File: config.mk
export PLATFORM = sky130hd
export DESIGN_NAME = pc_sequencer
export DESIGN_NICKNAME = d
export VERILOG_FILES = /design/src/rtl/pc_sequencer.sv
export SDC_FILE = /design/constraint.sdc
export NUM_CORES = 1
export LEC_CHECK = 0
export CAP_MARGIN = 20
export CORE_UTILIZATION = 35
export CTS_BUF_LIST = sky130_fd_sc_hd__clkbuf_16
export CTS_CLUSTER_SIZE = 40
export DETAILED_ROUTE_END_ITERATION = 10
export GPL_ROUTABILITY_DRIVEN = 0
export PLACE_DENSITY = 0.73
export REMOVE_ABC_BUFFERS = 1
export SYNTH_ARGS = -nofsm -noshare
export SYNTH_HDL_FRONTEND = slang
export SYNTH_SLANG_ARGS = --single-unit
File: constraint.sdc
create_clock -name clk -period 8.28 [get_ports clk]
set_clock_uncertainty 0.1 [all_clocks]
set_input_delay 1.656 -clock clk [delete_from_list [all_inputs] [get_ports clk]]
set_output_delay 1.656 -clock clk [all_outputs]
set_load 0.02 [all_outputs]
File: src/rtl/pc_sequencer.sv
// pc_sequencer
// Sequences the PC register of the pipelined MIPS datapath. It picks the next
// PC (sequential, branch or jump), gates the PC write with load-use stalls and
// the debug run mode, and drives one global enable for the pipeline
// registers. Debug control covers continuous run, single step and pause. When
// a HALT instruction is fetched, the pipeline drains for DRAIN_CYCLES cycles
// and then halts for good. Only reset leaves the halted state.
module pc_sequencer #(
    parameter int unsigned       ADDR_W       = 32,
    parameter logic [ADDR_W-1:0] RESET_PC     = '0,
    parameter int unsigned       DRAIN_CYCLES = 4
) (
    input  logic              clk,
    input  logic              rst,
    input  logic              i_run,
    input  logic              i_step,
    input  logic              i_halt_req,
    input  logic [ADDR_W-1:0] i_pc,
    input  logic              i_stall,
    input  logic              i_branch_taken,
    input  logic [ADDR_W-1:0] i_branch_target,
    input  logic              i_jump,
    input  logic [ADDR_W-1:0] i_jump_target,
    input  logic              i_halt_instr,
    output logic [ADDR_W-1:0] o_pc_next,
    output logic              o_pc_write,
    output logic              o_if_flush,
    output logic              o_pipe_en,
    output logic [2:0]        o_state,
    output logic              o_halted,
    output logic [31:0]       o_cycle_count
);

    // The drain counter only needs to hold DRAIN_CYCLES-1.
    localparam int unsigned     CNT_W      = (DRAIN_CYCLES > 1) ? $clog2(DRAIN_CYCLES) : 1;
    localparam logic [CNT_W-1:0] DRAIN_LOAD = CNT_W'(DRAIN_CYCLES - 1);

    typedef enum logic [2:0] {
        ST_IDLE   = 3'd0,
        ST_RUN    = 3'd1,
        ST_STEP   = 3'd2,
        ST_DRAIN  = 3'd3,
        ST_HALTED = 3'd4
    } state_t;

    state_t            r_state;
    logic [CNT_W-1:0]  r_drain_cnt;
    logic              r_halted;
    logic [31:0]       r_cycle_count;
    logic              r_pc_written;

    logic [ADDR_W-1:0] w_pc_next;
    logic              w_pc_write;
    logic              w_if_flush;
    logic              w_pipe_en;

    // Next-PC selection and enables. These are combinational so that the PC
    // register captures a redirect on the same edge (zero-cycle latency).
    always_comb begin
        w_pc_next  = i_pc;
        w_pc_write = 1'b0;
        w_if_flush = 1'b0;
        w_pipe_en  = 1'b0;
        case (r_state)
            ST_IDLE: begin
                // Before the first PC write, present the reset vector.
                if (!r_pc_written) begin
                    w_pc_next = RESET_PC;
                end
            end
            ST_RUN, ST_STEP: begin
                w_pipe_en = 1'b1;
                if (i_halt_instr) begin
                    // Leave the PC parked on the HALT instruction.
                    w_pc_write = 1'b0;
                end else if (i_branch_taken) begin
                    w_pc_next  = i_branch_target;
                    w_pc_write = 1'b1;
                    w_if_flush = 1'b1;
                end else if (i_jump) begin
                    w_pc_next  = i_jump_target;
                    w_pc_write = 1'b1;
                    w_if_flush = 1'b1;
                end else if (i_stall) begin
                    w_pc_write = 1'b0;
                end else begin
                    w_pc_next  = i_pc + ADDR_W'(4);
                    w_pc_write = 1'b1;
                end
            end
            ST_DRAIN: begin
                // Instructions already in flight finish, but nothing new is fetched.
                w_pipe_en = 1'b1;
            end
            ST_HALTED: begin
                w_pipe_en = 1'b0;
            end
            default: begin
                w_pipe_en = 1'b0;
            end
        endcase
    end

    // Control FSM with the drain down-counter and the registered halted flag.
    always_ff @(posedge clk or negedge rst) begin
        if (!rst) begin
            r_state     <= ST_IDLE;
            r_drain_cnt <= '0;
            r_halted    <= 1'b0;
        end else begin
            case (r_state)
                ST_IDLE: begin
                    if (i_run) begin
                        r_state <= ST_RUN;
                    end else if (i_step) begin
                        r_state <= ST_STEP;
                    end
                end
                ST_RUN: begin
                    if (i_halt_instr) begin
                        r_state     <= ST_DRAIN;
                        r_drain_cnt <= DRAIN_LOAD;
                    end else if (i_halt_req) begin
                        r_state <= ST_IDLE;
                    end
                end
                ST_STEP: begin
                    if (i_halt_instr) begin
                        r_state     <= ST_DRAIN;
                        r_drain_cnt <= DRAIN_LOAD;
                    end else begin
                        r_state <= ST_IDLE;
                    end
                end
                ST_DRAIN: begin
                    if (r_drain_cnt == '0) begin
                        r_state  <= ST_HALTED;
                        r_halted <= 1'b1;
                    end else begin
                        r_drain_cnt <= r_drain_cnt - 1'b1;
                    end
                end
                ST_HALTED: begin
                    r_state  <= ST_HALTED;
                    r_halted <= 1'b1;
                end
                default: begin
                    r_state <= ST_IDLE;
                end
            endcase
        end
    end

    // Count every cycle in which the pipeline advances. The count wraps naturally.
    always_ff @(posedge clk or negedge rst) begin
        if (!rst) begin
            r_cycle_count <= '0;
        end else if (w_pipe_en) begin
            r_cycle_count <= r_cycle_count + 32'd1;
        end
    end

    // Remember whether the PC has been written since reset. Until then, IDLE shows RESET_PC.
    always_ff @(posedge clk or negedge rst) begin
        if (!rst) begin
            r_pc_written <= 1'b0;
        end else if (w_pc_write) begin
            r_pc_written <= 1'b1;
        end
    end

    assign o_pc_next     = w_pc_next;
    assign o_pc_write    = w_pc_write;
    assign o_if_flush    = w_if_flush;
    assign o_pipe_en     = w_pipe_en;
    assign o_state       = r_state;
    assign o_halted      = r_halted;
    assign o_cycle_count = r_cycle_count;

endmodule

==> metrics.cfg <==
[grt]
grt_max_degree=40
grt_first_pass_wirelength_mm=18.46
grt_use_total_pct=22.75
antenna_found_initial=0
grt_pass1_vias=3809
overflow=0

[timing]
drv_slew=0
slew_headroom_pct=42.28
post-route-min-period_ns=6.464
fmax_mhz=154.7
worst_pin_slew_ns=0.8658
grt_setup_unrepaired=no
min_period_over_period_pct=78.07
finalSetupViolations=0
fin_tns_setup_ns=0
holdWs_ns=0.3673
hold_viol_final=0

[synth]
syn_inst=431
synth_cell_types=59
syn_avg_cell_area_um2=7.766
synth_area_um2=3347
synth.yosys.seq_area_share_pct=29.16
synth_edf_count=0
synthArstFlopShare_pct=100.0
synth_seq_cells=39
synth_flop_cell=dfrtp_1
ys.warnings.count=0

[setup_path]
path_class=in -> out
r2r_setup_slack_ns=6.01
cp_cell_sequence=clkdlybuf4s50_1, clkinv_1, o22a_1, and3_1, o21ai_0, nand4_1, clkdlybuf4s50_1
cp.arrival_ns=4.71
required_ns=6.52
crit_path_end_kind=output pin
critical_path.max_stage_delay_ns=0.76
r2r_cells=5
crit_fanout=26
crit_slowest_cell=clkdlybuf4s50_1
rr_startpoint=o_state[1]$_DFFE_PN0P_
crit_top_cell=clkdlybuf4s50_1
critPathLaunch=i_branch_taken
worst_setup_path_start_kind=input port

[placement]
dp_hpwl_mm=9.083
placedCellCount=717
portBuffers=175
placed_area_um2=5196

[cells_and_area]
final_area_um2=5334
fill_cells=854
area_growth_pct=59.36
stdcell_count=725
finalNetCount=703
final_common_cell=clkdlybuf4s50_1
most-common-layout-cells=174 x clkdlybuf4s50_1, 45 x nor2_1, 40 x nand2_1
diodes=0
drive_above_1_share_pct=4.362

[drt]
vias_per_cell=5.447
post_drt_wl_per_cell_um=16.33
vias=3949
routed_wl_mm=11.84
drc=0
drtAntennaViolNets=0
dr.pass1.iters=4
drt-initial-drc-count=123

[power]
power.leakage_nw=2.078
p_per_area_nw_per_um2=223.2
peakVddDrop_mv=0.1359

[die]
coreArea_um2=9240
die_height_um=99.79
die_w_um=99.79
io_pins=176
die_area_um2=9958
fp-row-count=35
start_util_pct=36.22

[clock_tree]
htree_levels=2
numCtsBuffers=5
clock_latency_ns=0.28
clock_sinks=39
cts_resized=0
max-clock-path-buffers=2
cts_tree=built
cts-root-buf=clkbuf_16
cts_setup_buffers=0
path_clk_slew_ns=0.06
ctsHoldBuffers=0

[outcome]
status=completed

[hold_path]
whs_path_depth=1
hold_class=reg -> reg
min-delay-start=r_pc_written$_DFFE_PN0P_

[job]
maxCapViolCount=0

-- power breakdown --
group | switching (W) | total (W) | internal [W]
Sequential | 0.0000474 | 0.000267 | 0.000220
Clock | 0.0000704 | 0.000179 | 0.000109
Combinational | 0.000397 | 0.000744 | 0.000347
-- area by class of cell --
type,instances,area [um2],area share (%)
multi-input cells,350,2211,41.45
repair buffers,178,1769,33.17
flip-flops and latches,39,975.9,18.30
well taps,129,161.4,3.026
clock buffers,5,125.1,2.346
inverters,21,78.83,1.478
clock inverters,3,12.51,0.2346
-- per-layer routing --
metal	track usage [%]	wire (um)
met1	27.32	4742
met2	40.27	5675
met3	5.571	1158
met4	6.448	260
met5	0	0
-- synth_stat cells (2+ instances only) --
| library cell | number | share of area [%] |
|---|---|---|
| a22o_1 | 4 | 1.0 |
| mux2i_1 | 3 | 0.90 |
| nand3_1 | 21 | 3.1 |
| clkinv_1 | 2 | 0.22 |
| a221o_1 | 2 | 0.60 |
| and3_1 | 5 | 0.93 |
| nand2_1 | 40 | 4.5 |
| nand4_1 | 17 | 3.2 |
| a31oi_1 | 2 | 0.37 |
| nor3_1 | 9 | 1.3 |
| nor4_4 | 2 | 1.3 |
| o21ai_0 | 31 | 4.6 |
| nor4_1 | 3 | 0.56 |
| o22ai_1 | 19 | 3.6 |
| nand4b_1 | 2 | 0.52 |
| o31ai_1 | 8 | 1.8 |
| ha_1 | 3 | 1.1 |
| nand2b_1 | 5 | 0.93 |
| a21oi_1 | 29 | 4.3 |
| clkbuf_1 | 19 | 2.1 |
| and2_1 | 3 | 0.56 |
| inv_1 | 19 | 2.1 |
| o22a_1 | 2 | 0.52 |
| and4_1 | 3 | 0.79 |
| or4_1 | 3 | 0.67 |
| or2_1 | 2 | 0.37 |
| o2111ai_1 | 2 | 0.52 |
| xnor2_1 | 24 | 6.3 |
| xor2_1 | 10 | 2.6 |
| a21o_1 | 3 | 0.67 |
| a22oi_1 | 3 | 0.67 |
| or2_2 | 4 | 0.75 |
| o221ai_1 | 4 | 1.0 |
| nor2b_1 | 3 | 0.56 |
| o2bb2ai_1 | 12 | 3.1 |
| mux2_2 | 2 | 0.67 |
| dfrtp_1 | 39 | 29 |
| buf_2 | 2 | 0.30 |
| nor2_1 | 45 | 5.0 |
-- registers in the layout, summed over array words and instances, names as in the netlist --
name           cells
o_cycle_count     32
o_state            3
r_drain_cnt        2
o_halted           1
r_pc_written       1
-- worst max-delay path: cells and delay by family --
| kind | cells | cell delay (ns) |
|---|---|---|
| simple gates | 2 | 0.30 |
| compound gates | 2 | 0.63 |
| buf+inv | 3 | 2.11 |
-- path summary, 6_finish.rpt --
check / to
worst min-delay path: r_pc_written$_DFFE_PN0P_
min in group asynchronous: o_cycle_count[31]$_DFFE_PN0P_
worst min register to register: r_pc_written$_DFFE_PN0P_
worst max-delay path: o_pc_next[30]
max in group asynchronous: r_drain_cnt[1]$_DFFE_PN0P_
worst max register to register: o_cycle_count[13]$_DFFE_PN0P_
-- cells by family after synthesis --
logic type,synth area share (%)
XOR/XNOR,8.897
AND/OR/NAND/NOR,29.23
flip-flops,29.16
multiplexers,1.570
adder cells (fa/ha/maj),1.122
AO/OA/AOI/OAI,25.23
buffers and inverters,4.785
-- through the flow --
stage / utilization, % / setup slack [ns] / total power (W)
floorplan: - / 3.365 / 0.0006596
global placement: 56.15 / 1.913 / 0.001005
detailed placement: 56.24 / 1.806 / 0.001018
CTS: 57.73 / 1.808 / 0.001200
global route: 57.73 / 1.615 / 0.001263
finish: 57.73 / 1.816 / 0.001190
(Power assumes the default switching activity.)
